### src/rtl/time_counter.sv
// time_counter
//   Time-of-day source for the character-LCD path. It divides clk down to a
//   1 Hz tick and keeps HH:MM:SS as six BCD digits, with hour/minute set
//   buttons and a held refresh request toward the LCD driver.
//
// Ports
//   clk          system clock, shared with the LCD driver
//   reset        asynchronous reset, active low
//   run          1 = time advances, 0 = prescaler and digits frozen
//   inc_hour     set-hour button level; acts on its rising edge only
//   inc_min      set-minute button level; acts on its rising edge only
//   refresh_ack  one-cycle pulse from the LCD driver: time field redrawn
//   digits       BCD {H10,H1,M10,M1,S10,S1}, H10 in [23:20]
//   sec_pulse    one-cycle pulse on each seconds advance
//   refresh_req  high while a digit change has not been acknowledged
module time_counter #(
   parameter int CLOCK_RATE = 1000
) (
   input  logic        clk,
   input  logic        reset,
   input  logic        run,
   input  logic        inc_hour,
   input  logic        inc_min,
   input  logic        refresh_ack,
   output logic [23:0] digits,
   output logic        sec_pulse,
   output logic        refresh_req
);

   localparam int             PW         = $clog2(CLOCK_RATE);
   localparam logic [PW-1:0]  PRESC_LAST = PW'(CLOCK_RATE - 1);

   logic [PW-1:0] r_presc;
   logic          r_prev_hour;
   logic          r_prev_min;
   logic [23:0]   r_digits;
   logic          r_sec_pulse;
   logic          r_refresh_req;

   logic          w_tick;
   logic          w_edge_hour;
   logic          w_edge_min;
   logic          w_adv;
   logic          w_change;
   logic          w_sec_carry;
   logic          w_min_carry;
   logic [3:0]    w_h10, w_h1, w_m10, w_m1, w_s10, w_s1;

   assign w_tick      = run && (r_presc == PRESC_LAST);
   assign w_edge_hour = inc_hour & ~r_prev_hour;
   assign w_edge_min  = inc_min  & ~r_prev_min;
   // A button edge steals the tick that lands in the same cycle.
   assign w_adv       = w_tick & ~w_edge_hour & ~w_edge_min;
   assign w_change    = w_adv | w_edge_hour | w_edge_min;

   always_comb begin
      {w_h10, w_h1, w_m10, w_m1, w_s10, w_s1} = r_digits;
      w_sec_carry = 1'b0;
      w_min_carry = 1'b0;

      if (w_edge_min) begin
         w_s10 = 4'd0;
         w_s1  = 4'd0;
      end else if (w_adv) begin
         if (w_s1 == 4'd9) begin
            w_s1 = 4'd0;
            if (w_s10 == 4'd5) begin
               w_s10       = 4'd0;
               w_sec_carry = 1'b1;
            end else begin
               w_s10 = w_s10 + 4'd1;
            end
         end else begin
            w_s1 = w_s1 + 4'd1;
         end
      end

      // The set button wraps minutes 59->00 without touching hours; only a
      // seconds carry may propagate onward (the two never coincide).
      if (w_edge_min || w_sec_carry) begin
         if (w_m1 == 4'd9) begin
            w_m1 = 4'd0;
            if (w_m10 == 4'd5) begin
               w_m10       = 4'd0;
               w_min_carry = w_sec_carry;
            end else begin
               w_m10 = w_m10 + 4'd1;
            end
         end else begin
            w_m1 = w_m1 + 4'd1;
         end
      end

      if (w_edge_hour || w_min_carry) begin
         if (w_h10 == 4'd2 && w_h1 == 4'd3) begin
            w_h10 = 4'd0;
            w_h1  = 4'd0;
         end else if (w_h1 == 4'd9) begin
            w_h1  = 4'd0;
            w_h10 = w_h10 + 4'd1;
         end else begin
            w_h1 = w_h1 + 4'd1;
         end
      end
   end

   always_ff @(posedge clk or negedge reset) begin
      if (!reset) begin
         r_presc       <= '0;
         r_prev_hour   <= 1'b0;
         r_prev_min    <= 1'b0;
         r_digits      <= '0;
         r_sec_pulse   <= 1'b0;
         r_refresh_req <= 1'b1;
      end else begin
         r_prev_hour <= inc_hour;
         r_prev_min  <= inc_min;

         if (w_edge_min) begin
            r_presc <= '0;
         end else if (run) begin
            r_presc <= w_tick ? '0 : r_presc + 1'b1;
         end

         r_digits    <= {w_h10, w_h1, w_m10, w_m1, w_s10, w_s1};
         r_sec_pulse <= w_adv;

         // A new change outranks an ack arriving in the same cycle.
         if (w_change) begin
            r_refresh_req <= 1'b1;
         end else if (refresh_ack) begin
            r_refresh_req <= 1'b0;
         end
      end
   end

   assign digits      = r_digits;
   assign sec_pulse   = r_sec_pulse;
   assign refresh_req = r_refresh_req;

endmodule

### config.mk
export PLATFORM = sky130hd
export DESIGN_NAME = time_counter
export DESIGN_NICKNAME = d
export VERILOG_FILES = /design/src/rtl/time_counter.sv
export SDC_FILE = /design/constraint.sdc
export NUM_CORES = 1
export LEC_CHECK = 0
export ABC_AREA = 1
export BUFFER_PORTS_ARGS = -buffer_cell sky130_fd_sc_hd__buf_4
export CAP_MARGIN = 10
export CORE_MARGIN = 2
export CORE_UTILIZATION = 55
export CTS_BUF_LIST = sky130_fd_sc_hd__clkbuf_4
export DETAILED_ROUTE_END_ITERATION = 10
export GPL_TIMING_DRIVEN = 1
export PLACE_DENSITY = 0.77
export SLEW_MARGIN = 20
export SYNTH_ARGS = -nofsm -noshare
export SYNTH_HDL_FRONTEND = slang
export SYNTH_SLANG_ARGS = --single-unit
### constraint.sdc
create_clock -name clk -period 2.38 [get_ports clk]
set_input_delay 0.476 -clock clk [delete_from_list [all_inputs] [get_ports clk]]
set_output_delay 0.476 -clock clk [all_outputs]
set_load 0.02 [all_outputs]
After elaboration in Yosys (flattened, before gate mapping)
Cells that the tools add are included.

Equality and inequality tests: 8. Add/sub/neg operators: 7. Bitwise gates (word level): 10. Reduce and logical (&&, ||, !) cells: 12. Muxes and demuxes: 25.

Operators with widths (count): $mux W4 (13); $mux W10 (3); $add A4 B1 Y4 const B (6); $eq A4 B4 Y1 const B (3); $add A10 B1 Y10 const B (1); $eq A10 B10 Y1 const B (1); $reduce_bool A2 Y1 (5); $mux W1 (9); $eq A4 B2 Y1 const B (2); $eq A4 B3 Y1 const B (2); $reduce_and A2 Y1 (3); $and A1 B1 Y1 (4); $not A1 Y1 (4); $logic_and A1 B1 Y1 (2); $logic_or A1 B1 Y1 (2); $or A1 B1 Y1 (2).

Register bits: 38. Word-level logic and storage cells: 73.

Logic depth before layout (Yosys ltp)
Depth in word-level cells: 12. Mapped depth: 11. Gate-level depth less buffers: 10.

Worst setup path after synthesis
Ideal clock, no wire load.

Path kind: flip-flop to flip-flop. From: register r_digits[4] (netlist: digits[4]). To: register r_digits[18] (netlist: digits[18]). Data required time: 2.262 ns. Data arrival time: 1.430 ns. Library setup time: 0.118 ns. Period minus slack after synthesis: 1.548 ns. Cell stages (with the launch flop): 10. Path slack: 0.832 ns. Cells stage by stage: dfrtp_1 > ha_1 > nand3_1 > nor2_1 > nand4_1 > nand2_1 > buf_6 > inv_2 > nand2_1 > nand2_1.

Cells in the longest elaborated chain, start to end: 9.

RTL lines: from (decl) (line 36) `logic [23:0] r_digits;`; from (signal assigned) (line 125) `r_digits <= {w_h10, w_h1, w_m10, w_m1, w_s10, w_s1};`; $eq A4 B3 Y1 (*) (line 67) `if (w_s10 == 4'd5) begin`; $mux W1 (*) (line 67); $mux W1 (*) (line 65) `if (w_s1 == 4'd9) begin`; $mux W1 (*) (line 64) `end else if (w_adv) begin`; $mux W1 (*) (line 61) `if (w_edge_min) begin`; $mux W1 (line 83) `if (w_m10 == 4'd5) begin`; $mux W1 (line 81) `if (w_m1 == 4'd9) begin`; $mux W1 (*) (line 80) `if (w_edge_min || w_sec_carry) begin`; $logic_or A1 B1 Y1 (*) (line 94) `if (w_edge_hour || w_min_carry) begin`.

Every way passes the cells marked *; elsewhere a longest branch is shown, timed or not. A chain may end at the register's enable or synchronous reset.

Worst setup path in the final report
From: register r_presc[0]. To: register r_digits[21] (netlist: digits[21]).

Cells in the longest elaborated chain, start to end: 11.

RTL lines: from (decl) (line 33) `logic [PW-1:0] r_presc;`; from (signal assigned) (line 122) `r_presc <= w_tick ? '0 : r_presc + 1'b1;`; $eq A10 B10 Y1 (*) (line 49) `assign w_tick = run && (r_presc == PRESC_LAST);`; $logic_and A1 B1 Y1 (*) (line 49); $and A1 B1 Y1 (*) (2 in a row) (line 53) `assign w_adv = w_tick & ~w_edge_hour & ~w_edge_min;`; $mux W1 (*) (line 64); $mux W1 (*) (line 61); $mux W1 (line 83); $mux W1 (line 81); $mux W1 (*) (line 80); $logic_or A1 B1 Y1 (*) (line 94); $reduce_and A2 Y1 (no line) (*).

Marks and branches as above.

==> out/summary.md <==
The flow ran to the end, and the final reports show no timing, DRC or antenna violations. The data arrival time of the worst path is 2190 ps. The floorplan die area was 4350 sq um; the final cell count without fillers was 340. Number of max-cap violations: 0. For this design the static power due to leakage is 1.25 nW. Walking the worst path, the cells encountered are ha_1 -> nand2_1 -> nor2_2 -> nand3_1 -> nor2_2 -> nand4_1 -> nand2_1 -> nand2_1 -> nand2_1 -> nand2_1.

The average footprint of a synthesized cell came out at 8.28 sq um. The last weighted congestion value of the routability-driven placer was 0.826; the initial detailed-routing violation count was 126. Among cell families on the critical path, the largest total delay comes from simple AND/OR/NAND/NOR gates. The area taken by multi-input logic gates came out at 1010 sq um. In the post-synthesis netlist, the biggest area contributors are dfrtp_1 (44%), nand2_1 (12%), nand3_1 (5.7%). Vias after detailed routing: 1765.

The library cell appearing most often on the critical path is nand2_1. The transition at the pin with the smallest max-transition slack works out to 470 ps. The run gives 38 as the count of clock tree sinks. Of all nets on the critical path, the largest fanout is 11. The run gives 0 as the final-report hold violation count. After synthesis, the most frequently instantiated cells are nand2_1 (65), dfrtp_1 (37), inv_1 (32). The share of synthesized flip-flops with an asynchronous set or reset is 1.00, and the half-perimeter wire length after placement is 3010 um. In this run the deepest clock path goes through 2 buffers. The logs give 0 for the post-route DRC violation count and 0.573 for the starting utilization of the core area. The total number of yosys warnings was 0; the distinct cell type count of the synthesized netlist was 33. The met3 track utilization from global routing was 0.0426.

Main combinational cell family by area after synthesis: simple AND/OR/NAND/NOR gates. Setup repair after global routing left no endpoint under its margin. The run gives 0 ps as the total negative setup slack. The clock latency reported for the late side of the worst-skew pair is 350 ps. The routed length per placed instance came out at 11.9 um. The sequential share of power was 0.463; the initial antenna violation count was 0. The logs give 0.687 for the worst-case headroom to the max-slew limit and 0.800 mW for the net switching power of the design. After detailed placement, the design holds a cell count of 332.

The part of the total power dissipated in combinational logic came out at 0.365. Clock skew on the completed layout was measured at 15.0 ps. The post-synth design cell area is 2110 sq um. TritonCTS created 5 clock buffers. The power density over the cells was 825 nW/um^2; the net total in the final layout was 306. In this run, synthesis inferred 0 flip-flops with an integrated enable.

The floorplan row count is 22. The tools report the total setup violations reported at the end of the flow as 0. For this run, the slowest stage of the critical path takes 400 ps.

Once the clock tree was built, the setup fixing pass inserted 0 buffers. The post-route fraction of the period consumed by the critical path was 0.815. The first-pass iteration count of the detailed router was 4.

The H-tree generated during clock tree synthesis spans 2 levels. Across the whole layout, storage elements account for 952 sq um. The tools report the post-cts hold buffer count as 0.

TritonCTS built the clock tree. The dominant register cell in the synthesized netlist is dfrtp_1. Synthesized net count: 270. The first global-routing pass estimated 7390 um of wire. Dividing the detail-routed via count by the number of cells gives 5.19. Compared with the post-synthesis result, the final layout area differs by 15.5%. The share of the synthesized area in the top cell type came out at 0.438. The time the final worst path needs with I/O delays and setup came out at 1940 ps.

The root buffer selected by CTS was clkbuf_4. The number of buffers and inverters on the critical path is 0, and the global route total overflow is 0. Vertical die dimension: 66.0 um.

The logs give 4030 um for the final routed wirelength across all metal layers and 0 for the number of pins with negative max-slew slack in the final report. The simple-gate area share of the yosys netlist was 0.292; the number of placed I/O pins was 32. The fraction of the mapped netlist area in compound gates is 0.0664. STA puts the critical path data required time at 2630 ps. Share of final-layout standard cells stronger than drive strength 1: 0.178.

The type of origin of the critical path is a flop. The cell count after synthesis was 255. The synthesized-area fraction occupied by adder cells came out at 0.0533. Proportion of total power due to net switching: 0.397. In this run the remaining antenna-violating nets after routing total 0.

The total global routing track utilization is 0.220. The largest total area in the synthesized netlist belongs to dfrtp_1. Slowest cell on the critical path: dfrtp_1. The share of total power in the clock network was 0.172; the number of fill cells was 342.

The global routing stage identified its most utilized layer as met2. The maximum vdd drop is 476 uV. The internal power consumption was 1.21 mW; the xor-xnor portion of the synthesized cell area was 0.0616. The logs give 0.451 for the sequential area share after synthesis and 0.516 GHz for the maximum operating frequency. Yosys instantiated no cell more often than nand2_1. STA classifies the critical path endpoint as a flop. The clock transition at the registers of the reported paths came out at 120 ps. The horizontal die dimension is 66.0 um. The min-delay analysis places its worst path in the category primary input to asynchronous set/reset pin. The logs give 0 for the diode insertion count for antenna repair and 1656 for the number of global-route vias before repair. The count of buffers added on input and output ports is 31. The floorplan step defined a core boundary enclosing 3690 sq um.

The count of state elements after synthesis works out to 38. The critical path is of the flop to flop type. Entering global routing, the biggest net connects 39 pins. Global-route met2 utilization: 0.340. The post-cts repair resize count is 0, and the global-route track usage on met1 is 0.306. The multiplexer share of the synthesized area is 0.00474.
-- stage by stage --
stage / hold WS [ps] / cell area [sq um] / worst slack, ps / utilization / total power, mW
4_1_cts: 87.6 / 2440 / 416 / 0.661 / 2.03
6_report: 69.3 / 2440 / 441 / 0.661 / 2.01
5_1_grt: 111 / 2440 / 181 / 0.661 / 2.17
2_1_floorplan: 180 / 2110 / 832 / - / 1.40
3_3_place_gp: 469 / 2380 / 456 / 0.646 / 1.66
3_5_place_dp: 467 / 2380 / 432 / 0.646 / 1.68
-- layout make-up --
type,instances,share of cell area
clock buffer,7,0.0215
clock inverter,1,0.00154
inverter,34,0.0523
multi-input combinational,181,0.414
sequential,38,0.390
tap,48,0.0246
timing repair buffer,31,0.0954
-- routing by layer --
metal  share of wire  vias to the layer above
li1                -                      898
met1            0.46                      818
met2            0.47                       37
met3           0.045                       12
met4           0.026                        0
met5               0                        -
-- power groups by stage --
stage	Combinational [mW]	Sequential (mW)	Clock, mW
2_1_floorplan	0.351	1.05	0
3_3_place_gp	0.720	0.940	0
3_5_place_dp	0.733	0.945	0
4_1_cts	0.740	0.933	0.353
5_1_grt	0.828	0.962	0.378
6_report	0.734	0.933	0.346
-- registers in the layout, indices dropped and copies added, names as in the netlist --
signal and cells:
r_prev_hour 1, digits 24, sec_pulse 1, r_presc 10
r_prev_min 1, refresh_req 1
-- final timing paths --
kind,from,endpoint,slack [ps],depth (start not counted)
worst min register to register,r_presc[1],r_presc[1],540,2
min in group clk,inc_hour,r_prev_hour,230,1
worst min-delay path,reset,digits[16],70,1
max in group asynchronous,reset,refresh_req,1960,1
worst max register to register,r_presc[0],digits[21],440,10
worst max-delay path,r_presc[0],digits[21],440,10
-- layout by cell type, fill, tap and decap left out, types with 2 or more instances in the layout --
cell	instances
a21oi_1	6
buf_4	31
clkbuf_4	7
clkinv_1	2
dfrtp_1	37
ha_1	9
inv_1	32
nand2_1	65
nand2_2	3
nand3_1	24
nand3b_1	2
nand4_1	4
nor2_1	20
nor2_2	3
nor2_4	3
nor3_1	5
o21ai_0	6
o21ai_1	3
o22ai_1	4
xnor2_1	4
xor2_1	9
-- logic make-up after synthesis --
kind of cell	after synthesis
adders and majority gates	9
and+or+nand+nor	133
xor gates and xnor gates	14
DFF	38
AOI/OAI and AO/OA	24
buffers and inverters	36
muxes	1
No activity file was read; power rests on OpenSTA's default activity.
